<file path="config.mk">
export PLATFORM = sky130hd
export DESIGN_NAME = data_mem_master
export DESIGN_NICKNAME = d
export VERILOG_FILES = /design/src/rtl/data_mem_master.sv
export SDC_FILE = /design/constraint.sdc
export NUM_CORES = 1
export LEC_CHECK = 0
export BUFFER_PORTS_ARGS = -buffer_cell sky130_fd_sc_hd__clkbuf_2
export CAP_MARGIN = 20
export CORE_AREA = 2 2 86 88
export CTS_CLUSTER_SIZE = 20
export DETAILED_ROUTE_END_ITERATION = 6
export DIE_AREA = 0 0 88 90
export PLACE_DENSITY = 0.76
export SLEW_MARGIN = 0
export SYNTH_ARGS = -nofsm -noshare
export SYNTH_HDL_FRONTEND = slang
export SYNTH_SLANG_ARGS = --single-unit
export TNS_END_PERCENT = 1
</file>
<file path="constraint.sdc">
create_clock -name clk -period 2.1 [get_ports clk]
set_clock_uncertainty 0.2 [all_clocks]
set_input_delay 0.63 -clock clk [delete_from_list [all_inputs] [get_ports clk]]
set_output_delay 0.63 -clock clk [all_outputs]
set_load 0.02 [all_outputs]
</file>
<file path="src/rtl/data_mem_master.sv">
// Client-to-RAM master: single-word writes and 1-4 beat read bursts against a
// synchronous single-port RAM, with address range checking and one response per beat.
module data_mem_master (
   input  logic        clk,
   input  logic        rst_n,
   input  logic        req_valid,
   output logic        req_ready,
   input  logic        req_write,
   input  logic [15:0] req_addr,
   input  logic [15:0] req_wdata,
   input  logic [1:0]  req_len,
   output logic        rsp_valid,
   output logic [15:0] rsp_rdata,
   output logic        rsp_last,
   output logic        rsp_err,
   output logic [11:0] ram_address,
   output logic [15:0] ram_write_data,
   input  logic [15:0] ram_read_data,
   output logic        ram_read_not_write,
   output logic        ram_cs,
   output logic [2:0]  dbg_state
);

   typedef enum logic [2:0] {
      IDLE       = 3'd0,
      RD_ISSUE   = 3'd1,
      RD_CAPTURE = 3'd2,
      WR_ISSUE   = 3'd3,
      ERR_RSP    = 3'd4
   } state_t;

   state_t      r_state;
   logic [11:0] r_addr;
   logic [1:0]  r_cnt;
   logic        r_rsp_valid;
   logic [15:0] r_rsp_rdata;
   logic        r_rsp_last;
   logic        r_rsp_err;
   logic [11:0] r_ram_address;
   logic [15:0] r_ram_write_data;
   logic        r_ram_rnw;
   logic        r_ram_cs;
   logic        w_accept;

   // Handshake: a request transfers on the rising edge where req_valid && req_ready;
   // req_ready is high only while idle. Responses are single-cycle pulses with no backpressure.
   assign req_ready = (r_state == IDLE);
   assign w_accept  = req_valid && req_ready;

   always_ff @(posedge clk or negedge rst_n) begin
      if (!rst_n) begin
         r_state          <= IDLE;
         r_addr           <= '0;
         r_cnt            <= '0;
         r_rsp_valid      <= 1'b0;
         r_rsp_rdata      <= '0;
         r_rsp_last       <= 1'b0;
         r_rsp_err        <= 1'b0;
         r_ram_address    <= '0;
         r_ram_write_data <= '0;
         r_ram_rnw        <= 1'b1;
         r_ram_cs         <= 1'b0;
      end else begin
         r_rsp_valid <= 1'b0;
         r_rsp_last  <= 1'b0;
         r_rsp_err   <= 1'b0;
         case (r_state)
            IDLE: begin
               if (w_accept) begin
                  if (req_addr[15:12] != 4'd0) begin
                     r_state     <= ERR_RSP;
                     r_rsp_valid <= 1'b1;
                     r_rsp_err   <= 1'b1;
                     r_rsp_last  <= 1'b1;
                     r_rsp_rdata <= '0;
                  end else if (req_write) begin
                     r_state          <= WR_ISSUE;
                     r_ram_cs         <= 1'b1;
                     r_ram_rnw        <= 1'b0;
                     r_ram_address    <= req_addr[11:0];
                     r_ram_write_data <= req_wdata;
                  end else begin
                     r_state       <= RD_ISSUE;
                     r_ram_cs      <= 1'b1;
                     r_ram_rnw     <= 1'b1;
                     r_ram_address <= req_addr[11:0];
                     r_addr        <= req_addr[11:0];
                     r_cnt         <= req_len;
                  end
               end
            end
            RD_ISSUE: begin
               r_ram_cs <= 1'b0;
               r_state  <= RD_CAPTURE;
            end
            RD_CAPTURE: begin
               r_rsp_valid <= 1'b1;
               r_rsp_rdata <= ram_read_data;
               r_rsp_last  <= (r_cnt == 2'd0);
               if (r_cnt == 2'd0) begin
                  r_state <= IDLE;
               end else begin
                  // 12-bit address wraps 0xFFF -> 0x000 naturally
                  r_cnt         <= r_cnt - 2'd1;
                  r_addr        <= r_addr + 12'd1;
                  r_ram_address <= r_addr + 12'd1;
                  r_ram_cs      <= 1'b1;
                  r_state       <= RD_ISSUE;
               end
            end
            WR_ISSUE: begin
               r_ram_cs    <= 1'b0;
               r_ram_rnw   <= 1'b1;
               r_rsp_valid <= 1'b1;
               r_rsp_last  <= 1'b1;
               r_rsp_rdata <= '0;
               r_state     <= IDLE;
            end
            ERR_RSP: begin
               r_state <= IDLE;
            end
            default: begin
               r_ram_cs  <= 1'b0;
               r_ram_rnw <= 1'b1;
               r_state   <= IDLE;
            end
         endcase
      end
   end

   assign rsp_valid          = r_rsp_valid;
   assign rsp_rdata          = r_rsp_rdata;
   assign rsp_last           = r_rsp_last;
   assign rsp_err            = r_rsp_err;
   assign ram_address        = r_ram_address;
   assign ram_write_data     = r_ram_write_data;
   assign ram_read_not_write = r_ram_rnw;
   assign ram_cs             = r_ram_cs;
   assign dbg_state          = r_state;

endmodule

</file>
# [Word level (Yosys, flattened, before mapping)]
# Cells that the tools add are included.
[op_classes] order_cmp=0 n_reduce_logical=14 shift=0 n_eq_ne=9 n_addsub=2 mul=0 div_mod_pow=0 mux=34 bitwise_logic=3
[ops] cell="12-bit 2-to-1 mux" count=6
[ops] cell="12-bit one-hot mux with 2 select lines" count=2
[ops] cell="16-bit one-hot mux with 3 select lines" count=1
[ops] cell="16-bit 2-to-1 mux" count=2
[ops] cell="12-bit by 1-bit adder with 12-bit output, second input constant" count=1
[ops] cell="4-bit AND reduction" count=3
[ops] cell="1-bit 2-to-1 mux" count=10
[ops] cell="2-bit 2-to-1 mux" count=5
[ops] cell="3-bit one-hot mux with 3 select lines" count=1
[ops] cell="3-bit by 2-bit equality test with 1-bit output, second input constant" count=2
[ops] cell="3-bit 2-to-1 mux" count=2
[ops] cell="2-bit != test, second input constant" count=3
[ops] cell="1-bit one-hot mux with 3 select lines" count=2
[ops] cell="3-bit AND reduction" count=2
[ops] cell="5-bit AND reduction" count=1
[ops] cell="2-bit by 1-bit != test with 1-bit output, second input constant" count=2
[ops] cell="1-bit one-hot mux with 2 select lines" count=2
[ops] cell="2-bit one-hot mux with 2 select lines" count=1
[ops] cell="4-bit nonzero test" count=1
[ops] cell="3-bit by 1-bit equality test with 1-bit output, second input constant" count=1
[ops] cell="3-bit equality test, second input constant" count=1
[ops] cell="3-bit zero test" count=1
[ops] cell="1-bit NOT" count=3
[ops] cell="3-bit nonzero test" count=1
[ops] cell="6 further kinds" count=6
[totals] memories=0 in_bits=54 output_inout_bits=53 mem_bits_rw=0 wordCells=73 mem_bits_ro=0 latch_bits=0 reg_bits=66

# [Logic depth before layout (Yosys ltp)]
[logic_depth] word_depth=4 ltp_mapped=9 ltp_nobuf=7

# [Worst setup path after synthesis]
# No wires, ideal clock.
[synth_timing] path_type="input to register" startpoint="in req_addr[13]" endpoint="reg r_ram_address[11] (netlist: ram_address[11])" arrival_ps=1971 n_path_buf=1 setup_ps=125 required_time_ps=1775 path_stages=5 setup_slack_ps=-196 path_cell_list="or4_1 > a2bb2oi_4 > clkinv_2 > buf_8 > mux2_2"
[synth_between] elab_chain_len=3
[synth_lines] item="start, declared" line="9" rtl="input logic [15:0] req_addr,"
[synth_lines] item="4-bit nonzero test" line="70" rtl="if (req_addr[15:12] != 4'd0) begin"
[synth_lines] item="2-bit != test (no line)"
[synth_lines] item="4-bit AND reduction (no line)"
[synth_lines] item="end signal, assigned" line="80" rtl="r_ram_address <= req_addr[11:0];"
[synth_lines] item="end signal, assigned" line="86" rtl="r_ram_address <= req_addr[11:0];"
[synth_lines] item="end signal, assigned" line="106" rtl="r_ram_address <= r_addr + 12'd1;"
[synth_lines] item="end, declared" line="39" rtl="logic [11:0] r_ram_address;"
# No other way between the ends.
# A chain may end at the register's enable or synchronous reset.

# [Worst setup path after layout]
[layout_timing] startpoint="reg r_state[0] (netlist: dbg_state[0])" endpoint="reg r_ram_address[5] (netlist: ram_address[5])"
[layout_between] elab_chain_len=4 elab_cells_between_ends=9 cone_classes="eq/ne (4); mux (1); reduce/logical (4)"
[layout_lines] item="start, declared" line="32" rtl="state_t r_state;"
[layout_lines] item="start signal, assigned" line="52" rtl="r_state <= IDLE;"
[layout_lines] item="start signal, assigned" line="71" rtl="r_state <= ERR_RSP;"
[layout_lines] item="start signal, assigned" line="77" rtl="r_state <= WR_ISSUE;"
[layout_lines] item="3-bit zero test" line="47, 67"
[layout_lines] item="1-bit logical AND" line="48" rtl="assign w_accept = req_valid && req_ready;"
[layout_lines] item="2-bit by 1-bit != test with 1-bit output (no line)"
[layout_lines] item="4-bit AND reduction (no line)"
# Parallel ways exist; a longest one is shown, timed or not.

==> out/qor.csv <==
stage;metric;value;unit
outcome;status;finished, violations left;
outcome;violations;negative setup slack;
placed_design;routabilityCongestion;0.888;
synth;ys_warn_count;0;
synth;synth.area.top_cells;dfrtp_1 (53%), mux2_4 (4.9%), a22o_1 (4.6%);
setup_path;worst-path-stages;6;
floorplanning;die-height;90;um
setup_path;rrSetupSlack;-0.02;ns
clock_tree;cts_tree;yes;
detailed_routing;drc;0;
placed_design;io_buffers;106;
setup_path;r2r_cells;6;
setup_path;cpLargestDelayFamily;simple AND/OR/NAND/NOR gates;
synth;ys_ff_latch;66;
synth;yosysMostFrequentCell;dfrtp_1;
synth;syn_area;3070;sq um
floorplanning;ioPinCount;107;
floorplanning;core_region_area;7020;sq um
clock_tree;htreeDepth;3;
floorplanning;die_w;88;um
clock_tree;cts.clk_slew.worst_paths;0.08;ns
setup_path;crit_path_start_kind;flop;
detailed_routing;vias_per_cell;5.23;
placed_design;detailed_place_hpwl;5550;um
synth;synthArstFlopShare;100;%
synth;synth_top_cell_by_area;dfrtp_1;
layout;syn2layout_area_growth;39.7;%
global_route;grt_pass1_wl;12200;um
detailed_routing;antenna_left;0;
timing;worst_pin_slew;0.526;ns
layout;drive_above_1_share;49.6;%
detailed_routing;wl_per_cell;15.7;um
synth;synthCells;256;
worst_hold_path;min_path_type;input port to asynchronous set/reset pin;
clock_tree;clock_latency;0.34;ns
setup_path;r2r-end;ram_address[5]$_DFFE_PN0P_;
clock_tree;numCtsBuffers;9;
global_route;antenna_found_initial;0;
clock_tree;cts_sinks;66;
timing;hold_viol;0;
timing;setup_slack;-0.0199;ns
global_route;grt.total_usage;19.9;%
synth;syn_nets;312;
setup_path;crit_path_end_kind;flop;
synth;avgSynthCellArea;12.0;sq um
power;leakagePower;2.16;nW
setup_path;critPathBufInv;3;
synth;synth_commonest_cells;dfrtp_1 (65), o21ai_0 (18), a22o_1 (16);
timing;maxSlewViolCount;0;
timing;post-route-min-period;2.12;ns
setup_path;slowest_stage;or4b_4;
layout;nets;448;
detailed_routing;drt_wl_total;7780;um
global_route;gr-total-overflow;0;
timing;finalSetupViolCount;5;
synth;synth_top_area_share;52.9;%
global_route;grt_max_degree;29;
floorplanning;die_area;7920;sq um
job;maxCapViolations;0;
synth;ys.flop_type;dfrtp_1;
floorplanning;fp-row-count;31;
setup_path;arrival;2.14;ns
detailed_routing;drtPass1Iterations;5;
detailed_routing;drt_iter0_drc;81;
setup_path;critical_path.cell_chain;buf_6 > or4b_4 > a2bb2oi_4 > clkinv_4 > buf_12 > mux2_4;
clock_tree;hold_buffers;0;
power;ir_worst_vdd;662;uV
clock_tree;clk_path_buf_depth;2;
synth;synthDistinctLibCells;57;
floorplanning;initial_core_util;43.8;%
placed_design;preCtsSetupSlack;-0.277;ns
timing;grt_setup_unrepaired;true;
detailed_routing;num_vias;2596;
synth;synth_edf_count;0;
setup_path;cp.required;2.12;ns
timing;fmax;472;MHz
setup_path;r2r_start;dbg_state[0]$_DFFE_PN0P_;
clock_tree;root_buffer;clkbuf_8;
global_route;grt_pass1_vias;2522;
setup_path;slowest_delay;0.57;ns
timing;fin_crit_sh;101;%
power;p_per_area;991;nW/um^2
timing;slew_headroom;64.9;%
power;p_total;4.25;mW
setup_path;critical_path_class;flop to flop;
layout;diodes;0;
setup_path;critPathMaxFanout;5;
synth;seq_area_frac_synth;53.8;%
-- stage by stage --
| stage | util [%] | cells | setup TNS [ns] | cell area (sq um) | hold slack, ns |
|---|---|---|---|---|---|
| after detailed placement | 55.7 | 471 | -8.56 | 3910 | 0.276 |
| after global routing | 61.1 | 496 | -0.811 | 4290 | 0.0719 |
| after floorplan | - | 256 | -2.37 | 3090 | 0.134 |
| after global placement | 55.7 | 471 | -7.65 | 3910 | 0.269 |
| final | 61.1 | 496 | -0.0708 | 4290 | 0.0560 |
| after CTS | 60.8 | 496 | -0.0999 | 4270 | 0.0495 |
-- placed cells by master (no fill, tap or decap), types with 5 or more instances in the layout --
master    count
clkbuf_2    105
dfrtp_1      65
buf_4        23
a22o_1       16
o21ai_0      15
nand2_1      14
mux2_4       14
nor2_1       11
clkbuf_8     11
a21oi_1       8
a31oi_1       7
nor3_1        7
nand3_1       6
mux2_2        6
buf_12        6
mux2_1        5
buf_6         5
-- cell families after synthesis --
| kind of cell | after synthesis | synth area share [%] |
|---|---|---|
| compound gates | 71 | 16.7 |
| xor+xnor | 3 | 0.855 |
| fa+ha+maj | 3 | 1.14 |
| buf+inv | 21 | 4.07 |
| flops | 66 | 53.8 |
| mux | 27 | 11.0 |
| simple gates | 65 | 12.4 |
-- worst register-to-register path, delay by kind of cell, from the launching register on --
family / cells / cell delay [ns]
flip-flops: 1 / 0.39
multiplexers: 1 / 0.29
AND/OR/NAND/NOR: 1 / 0.57
buffers and inverters: 3 / 0.36
AO/OA/AOI/OAI: 1 / 0.20
-- power by group --
| part | total (mW) | internal, mW | switching (mW) |
|---|---|---|---|
| logic | 1.27 | 0.568 | 0.707 |
| clock network | 1.21 | 0.703 | 0.504 |
| registers | 1.77 | 1.56 | 0.206 |
-- how the worst max path moves through the flow --
stage                              from                     endpoint  slack [ns]
2_1_floorplan              req_addr[14]  ram_address[11]$_DFFE_PN0P_       -0.11
3_3_place_gp               req_addr[14]   ram_address[5]$_DFFE_PN0P_       -0.25
3_5_place_dp               req_addr[14]        r_addr[9]$_DFFE_PN0P_       -0.28
4_1_cts        dbg_state[0]$_DFFE_PN0P_                    req_ready       -0.02
5_1_grt        dbg_state[0]$_DFFE_PN0P_   ram_address[5]$_DFFE_PN0P_       -0.06
6_report       dbg_state[0]$_DFFE_PN0P_   ram_address[5]$_DFFE_PN0P_       -0.02
-- routing by layer --
metal | track usage, % | vias up | share of wire (%)
met3 | 3.67 | 10 | 7.4
met4 | 7.95 | 0 | 1.3
met2 | 32.4 | 121 | 49
met5 | 0 | - | 0
li1 | - | 1223 | -
met1 | 26.0 | 1242 | 42
-- cell type report --
cell class | count | area, sq um
inverter | 5 | 23.8
fill | 568 | 2730
tap | 99 | 124
clock buffer | 10 | 138
multi-input combinational | 169 | 1350
timing repair buffer | 141 | 916
clock inverter | 6 | 90.1
sequential | 66 | 1650
-- sequential cells by signal, indices dropped and copies added, names as in the netlist --
register / count
ram_address: 12
ram_cs: 1
rsp_valid: 1
ram_write_data: 16
rsp_rdata: 16
r_addr: 12
rsp_err: 1
dbg_state: 3
rsp_last: 1
ram_read_not_write: 1
r_cnt: 2
-- what timing repair did --
| item | in CTS | in global routing |
|---|---|---|
| setup endpoints to repair | 1 | 22 |
| gates cloned | 1 | 0 |
| gates resized for setup | 11 | 8 |
| hold endpoints to repair | 0 | 0 |
| buffers inserted | 8 | 0 |
| pin swaps | 2 | 0 |
(Power assumes the default switching activity.)
